`src/rtl/id_ex_reg.sv`:
```
// id_ex_reg: ID/EX pipeline register with stall/flush/bubble control and load-use hazard detection.
// Define ID_EX_FWD_EN to add EX/MEM and WB operand forwarding (hazard output is then tied low).
`ifndef DSIZE
`define DSIZE 16
`endif

module id_ex_reg #(
   parameter int RSIZE = 4
) (
   input  logic               clk,
   input  logic               rst_n,
   input  logic               stall,
   input  logic               flush,
   input  logic               id_valid,
   input  logic [2:0]         id_op,
   input  logic [RSIZE-1:0]   id_rs1_addr,
   input  logic [RSIZE-1:0]   id_rs2_addr,
   input  logic [`DSIZE-1:0]  id_rs1_data,
   input  logic [`DSIZE-1:0]  id_rs2_data,
   input  logic [`DSIZE-1:0]  id_imm,
   input  logic               id_use_imm,
   input  logic               id_wr_en,
   input  logic [RSIZE-1:0]   id_wr_addr,
   input  logic               exm_wr_en,
   input  logic [RSIZE-1:0]   exm_wr_addr,
   input  logic [`DSIZE-1:0]  exm_data,
   input  logic               wb_wr_en,
   input  logic [RSIZE-1:0]   wb_wr_addr,
   input  logic [`DSIZE-1:0]  wb_data,
   output logic               ex_valid,
   output logic [2:0]         ex_op,
   output logic [`DSIZE-1:0]  ex_a,
   output logic [`DSIZE-1:0]  ex_b,
   output logic               ex_wr_en,
   output logic [RSIZE-1:0]   ex_wr_addr,
   output logic               hazard
);

   logic [`DSIZE-1:0] a_q;
   logic [`DSIZE-1:0] b_q;
   logic              load_bubble;

   // A detected hazard only turns into a bubble when decode is not already being held.
   assign load_bubble = flush || (hazard && !stall);

`ifdef ID_EX_FWD_EN
   logic [RSIZE-1:0] rs1_q;
   logic [RSIZE-1:0] rs2_q;
   logic             use_imm_q;
   logic             exm_hit_a;
   logic             exm_hit_b;
   logic             wb_hit_a;
   logic             wb_hit_b;

   always_comb begin
      exm_hit_a = exm_wr_en && (rs1_q != '0) && (exm_wr_addr == rs1_q);
      wb_hit_a  = wb_wr_en  && (rs1_q != '0) && (wb_wr_addr  == rs1_q);
      exm_hit_b = !use_imm_q && exm_wr_en && (rs2_q != '0) && (exm_wr_addr == rs2_q);
      wb_hit_b  = !use_imm_q && wb_wr_en  && (rs2_q != '0) && (wb_wr_addr  == rs2_q);
      ex_a = a_q;
      if (exm_hit_a)
         ex_a = exm_data;
      else if (wb_hit_a)
         ex_a = wb_data;
      ex_b = b_q;
      if (exm_hit_b)
         ex_b = exm_data;
      else if (wb_hit_b)
         ex_b = wb_data;
   end

   assign hazard = 1'b0;

   always_ff @(posedge clk or negedge rst_n) begin
      if (!rst_n) begin
         rs1_q     <= '0;
         rs2_q     <= '0;
         use_imm_q <= 1'b0;
      end else if (load_bubble) begin
         rs1_q     <= '0;
         rs2_q     <= '0;
         use_imm_q <= 1'b0;
      end else if (!stall) begin
         rs1_q     <= id_rs1_addr;
         rs2_q     <= id_rs2_addr;
         use_imm_q <= id_use_imm;
      end
   end
`else
   logic rs1_hit;
   logic rs2_hit;
   logic unused_fwd_inputs;

   assign ex_a = a_q;
   assign ex_b = b_q;

   // WB-distance producers are covered by register-file write-through, so only EX and EX/MEM matter.
   always_comb begin
      rs1_hit = (id_rs1_addr != '0) &&
                ((ex_valid && ex_wr_en && (ex_wr_addr == id_rs1_addr)) ||
                 (exm_wr_en && (exm_wr_addr == id_rs1_addr)));
      rs2_hit = !id_use_imm && (id_rs2_addr != '0) &&
                ((ex_valid && ex_wr_en && (ex_wr_addr == id_rs2_addr)) ||
                 (exm_wr_en && (exm_wr_addr == id_rs2_addr)));
      hazard  = id_valid && (rs1_hit || rs2_hit);
   end

   assign unused_fwd_inputs = ^{exm_data, wb_wr_en, wb_wr_addr, wb_data};
`endif

   // Operand b is resolved to imm or rs2 data at load, so ex_b never sees forwarding for imm ops.
   always_ff @(posedge clk or negedge rst_n) begin
      if (!rst_n) begin
         ex_valid   <= 1'b0;
         ex_op      <= '0;
         a_q        <= '0;
         b_q        <= '0;
         ex_wr_en   <= 1'b0;
         ex_wr_addr <= '0;
      end else if (load_bubble) begin
         ex_valid   <= 1'b0;
         ex_op      <= '0;
         a_q        <= '0;
         b_q        <= '0;
         ex_wr_en   <= 1'b0;
         ex_wr_addr <= '0;
      end else if (stall) begin
         a_q        <= ex_a;
         b_q        <= ex_b;
      end else begin
         ex_valid   <= id_valid;
         ex_op      <= id_op;
         a_q        <= id_rs1_data;
         b_q        <= id_use_imm ? id_imm : id_rs2_data;
         ex_wr_en   <= id_valid && id_wr_en;
         ex_wr_addr <= id_wr_addr;
      end
   end

endmodule

```
`config.mk`:
```
export PLATFORM = sky130hd
export DESIGN_NAME = id_ex_reg
export DESIGN_NICKNAME = d
export VERILOG_FILES = /design/src/rtl/id_ex_reg.sv
export SDC_FILE = /design/constraint.sdc
export NUM_CORES = 1
export LEC_CHECK = 0
export ABC_AREA = 1
export BUFFER_PORTS_ARGS = -buffer_cell sky130_fd_sc_hd__buf_2
export CAP_MARGIN = 20
export CORE_ASPECT_RATIO = 0.75
export CORE_MARGIN = 4
export CORE_UTILIZATION = 35
export DETAILED_ROUTE_END_ITERATION = 8
export PLACE_DENSITY = 0.68
export SLEW_MARGIN = 20
export SYNTH_ARGS = -nofsm -noshare
export SYNTH_HDL_FRONTEND = slang
export SYNTH_SLANG_ARGS = --single-unit
```
`constraint.sdc`:
```
create_clock -name clk -period 1.6 [get_ports clk]
set_input_delay 0.08 -clock clk [delete_from_list [all_inputs] [get_ports clk]]
set_output_delay 0.08 -clock clk [all_outputs]
set_load 0.02 [all_outputs]
```
# After elaboration in Yosys (flattened, before gate mapping)
# Index checks and enable logic that the tools add are counted.
# word_totals
out_inout_bits	42
wordCells	43
reg_bits	41
input_bits	112
# classes
reduce_logical	19
eq_ne	5
n_mux	13
# ops
operator	count
2-to-1 mux 16 bit	5
== test 4 bit	4
logical AND 1 bit	11
2-to-1 mux 4 bit	2
nonzero test 4 bit	2
2-to-1 mux 3 bit	2
logical OR 1 bit	4
2-to-1 mux 1 bit	4
logical NOT 1 bit	2
!= test 2 x 1 -> 1 bit, second input constant	1

# Longest topological paths before layout
# logic_depth
word_depth	9
mapped_depth	12
depth_no_buf	11

# Least setup slack after synthesis
# OpenSTA, ideal clock, no wires.
# synth_path
kind	register to register
from	register ex_wr_addr[3]
to	register ex_op[0]
setup_ps	118
stages_incl_launch_ff	13
arrival_time_ps	1311
period_less_slack_ps	1428
required_ps	1482
slack_ps	172
path_buffers	1
cell_sequence	dfrtp_1 inv_1 nand2_1 nand2_1 nor2_1 nand3_1 nand2_1 nand2_1 nand2_2 nand2_2 buf_6 nand3b_1 nand2_1
# synth_via
elab_chain_len	9
elab_cells_between_ends	14
classes_between	eq/ne (3); mux (1); reduce/logical (10)
# synth_lines
item	line	rtl
start, declared	35	output logic [RSIZE-1:0] ex_wr_addr,
start signal, assigned	136	ex_wr_addr <= id_wr_addr;
== test 4 bit (on tied branches)	100, 103	
logical AND 1 bit (on tied branches)	100, 103	
logical OR 1 bit (on tied branches)	100, 103	
logical AND 1 bit (on tied branches)	99, 102	
logical OR 1 bit (*)	105	hazard = id_valid && (rs1_hit || rs2_hit);
logical AND 1 bit (*)	105	
logical AND 1 bit (*)	44	assign load_bubble = flush || (hazard && !stall);
logical OR 1 bit (*)	44	
!= test 2 x 1 -> 1 bit (no source line) or 2-to-1 mux 3 bit (tied branches)	-	
end signal, assigned	132	ex_op <= id_op;
end, declared	31	output logic [2:0] ex_op,
# Every way passes the cells marked *; elsewhere a longest branch is shown, timed or not.
# A chain may end at the register's enable or synchronous reset.

# Worst setup path in the final report
# layout_path
from	register ex_wr_addr[1]
to	output hazard
# layout_via
elab_chain_len	6
elab_cells_between_ends	10
classes_between	eq/ne (2); reduce/logical (8)
# layout_lines
item	line	rtl
== test 4 bit (on tied branches)	100, 103	
logical AND 1 bit (on tied branches)	100, 103	
logical OR 1 bit (on tied branches)	100, 103	
logical AND 1 bit (on tied branches)	99, 102	
logical OR 1 bit (*)	105	
logical AND 1 bit (*)	105	
end, declared	36	output logic hazard
# Marked as above.

==> qor.yml <==
status: "complete, but fails checks"
violations: "negative setup slack"
drt-initial-drc-count: 83
cts_root_buf: "clkbuf_8"
drt_wl_total_mm: 6.86
dieHeight_um: 79.3
slowest_delay_ns: 0.44
reg2reg_depth: 12
multi_input_area_mm2: 0.00116
grt_max_degree: 31
layout-drive-gt1-share_pct: 34.3
area.growth.synth_to_final_pct: 37.4
detail-route-antenna-nets: 0
skew_ns: 0.00935
dieArea_mm2: 0.00816
grt_pass1_vias: 2359
overflow: 0
cts_htree_levels: 2
drv_cap: 0
clk_pin_slew_worst_paths_ns: 0.08
slowest_stage: "dfrtp_2"
syn_avg_cell_area_um2: 6.95
synth_top_family_by_area: "simple AND/OR/NAND/NOR gates"
ys_warn_count: 0
syn_nets: 453
cp_cell_sequence: "nand2_1 > nand2_1 > nor2_1 > nand3_1 > nand2_1 > nand2_1 > nand2_2 > nand2_4 > buf_12 > clkinv_4 > buf_6"
power_density_mw_per_mm2: 737
crit_type: "register to primary output"
layout.nets: 579
viasPerCell: 4.61
synth-compound-area-share_pct: 0.422
synth_area_mm2: 0.00237
hold_path.class: "input port to register"
antenna_found_initial: 0
io_buffers: 116
drc_errors: 0
cts_buffer_depth: 2
yosysSeqAreaShare_pct: 43.3
grt_use_total_pct: 17.3
timing.slew.headroom_pct: 65.3
setup_viol: 16
min_period_over_period_pct: 104
grt_pass1_wl_mm: 11.1
fin_area_mm2: 0.00326
synth_simple_gate_area_share_pct: 46.8
cts_tree: "yes"
hold_depth: 3
synthMuxAreaShare_pct: 0
synth_seq_cells: 41
crit_path_max_fanout: 5
cp.required_ns: 1.52
hpwl_mm: 5.01
crit_path_end_kind: "primary output"
clock_latency_ns: 0.29
synthAdderAreaFrac_pct: 0
num_io_pins: 154
dpl_cell_area_mm2: 0.00305
rsz0062_at_grt: "true"
dr_total_vias: 2524
crit_arrival_ns: 1.59
gp_routability_congestion: 0.844
start_util_pct: 36.8
fillCellCount: 681
synth.distinct_cells: 19
final-max-slew-violation-count: 0
diodes: 0
seq_area_mm2: 0.00103
core_area_mm2: 0.00644
layout_min_cycle_time_ns: 1.67
cts_buffers: 5
max_freq_ghz: 0.599
vdd_drop_max_uv: 330
fin_ws_ns: -0.0685
leakagePower_nw: 1.96
fin_util_pct: 50.5
worstMarginPinSlew_ns: 0.520
start_kind: "register"
wire_per_inst_um: 12.5
finalHoldViolations: 0
synthCells: 341
synth_xor_area_share_pct: 1.11
cts_sinks: 41
rows: 25
die_width_um: 103
drt_pass1_iterations: 4
cpMostUsedCell: "nand2_1"
-- area by class of cell --
cell class | count | share of cell area, %
Timing Repair Buffer | 138 | 24.7
Clock inverter | 1 | 0.154
Inverter | 22 | 2.69
Tap cell | 81 | 3.11
Sequential cell | 41 | 31.6
Multi-Input combinational cell | 259 | 35.6
Clock buffer | 5 | 2.11
-- final timing paths --
check	from	endpoint	slack (ns)
max in group asynchronous	rst_n	ex_b[6]$_DFFE_PN0P_	0.65
min	id_valid	ex_valid$_DFFE_PN0P_	0.08
max reg2reg	ex_wr_addr[1]$_DFFE_PN0P_	ex_op[1]$_DFFE_PN0P_	-0.03
max	ex_wr_addr[1]$_DFFE_PN0P_	hazard	-0.07
min in group asynchronous	rst_n	ex_a[4]$_DFFE_PN0P_	0.29
min reg2reg	ex_a[7]$_DFFE_PN0P_	ex_a[7]$_DFFE_PN0P_	0.48
-- synth_stat cells (all sizes together) --
cell type  instances  share of area [%]
nand3b            23                7.3
nand2            145                 23
nor3              17                3.6
nor2              46                7.7
inv               22                3.5
buf               11                3.6
xnor2              3                1.1
o21ai              1               0.21
nand3             20                4.2
clkbuf             8                1.3
a21oi              1               0.21
dfrtp             41                 43
nand4              3               0.79
-- metal layers --
layer | routed length [um] | track usage, %
met5 | 0 | 0
met4 | 41 | 3.88
met3 | 576 | 4.30
met2 | 3050 | 26.2
met1 | 3180 | 24.9
-- stage by stage --
step	setup slack (ns)	power (mW)	cells	hold WS, ns	TNS [ns]
CTS	-0.103	2.42	545	0.0706	-0.572
finish	-0.0685	2.40	547	0.0750	-0.287
global placement	0.102	1.76	530	0.0835	0
global route	-0.216	2.54	547	0.0884	-4.49
detailed placement	0.0852	1.77	530	0.0939	0
floorplan	0.172	1.51	341	-0.216	0
-- critical path: cells and delay by family, from the launching register on --
| family | cells | cell delay, ns |
|---|---|---|
| buffers and inverters | 3 | 0.26 |
| AND/OR/NAND/NOR | 8 | 0.59 |
| flip-flops | 1 | 0.44 |
-- power breakdown --
group	switching, mW	internal (mW)	leakage (nW)	total [mW]
sequential	0.0452	1.11	0.536	1.16
combinational	0.365	0.257	1.38	0.622
clock	0.335	0.287	0.0399	0.622
-- cell usage in the layout (no fill, tap or decap) --
| cell | instances |
|---|---|
| nand2_1 | 141 |
| buf_2 | 115 |
| nor2_1 | 42 |
| dfrtp_1 | 39 |
| nand3b_1 | 23 |
| nand3_1 | 20 |
| buf_4 | 18 |
| nor3_1 | 17 |
| inv_1 | 15 |
| inv_2 | 6 |
| clkbuf_8 | 5 |
| xnor2_1 | 3 |
| nand2_2 | 3 |
| nand4_1 | 3 |
| nor2_2 | 3 |
| dfrtp_2 | 2 |
| buf_12 | 2 |
| o21ai_0 | 1 |
| a21oi_1 | 1 |
| nand2_4 | 1 |
| clkinv_4 | 1 |
| nor2_4 | 1 |
| clkinv_2 | 1 |
| bufbuf_16 | 1 |
| dlygate4sd3_1 | 1 |
| buf_6 | 1 |
-- cells by family after synthesis --
kind of cell	Yosys count
xor+xnor	3
flops	41
compound gates	2
buf+inv	41
simple gates	254
-- timing repair --
item                                    4_1_cts  5_1_grt
hold buffers                                  1        0
buffers inserted                              7        3
endpoints found under the hold margin        21        0
endpoints found under the setup margin        1       40
pin swaps                                     7        9
gates cloned                                  1        0
gates resized for setup                       6        6
-- sequential cells by signal (all words and copies together), names as in the netlist --
signal / flops
ex_wr_addr: 4
ex_b: 16
ex_op: 3
ex_wr_en: 1
ex_valid: 1
ex_a: 16
No activity file was read; power rests on OpenSTA's default activity.
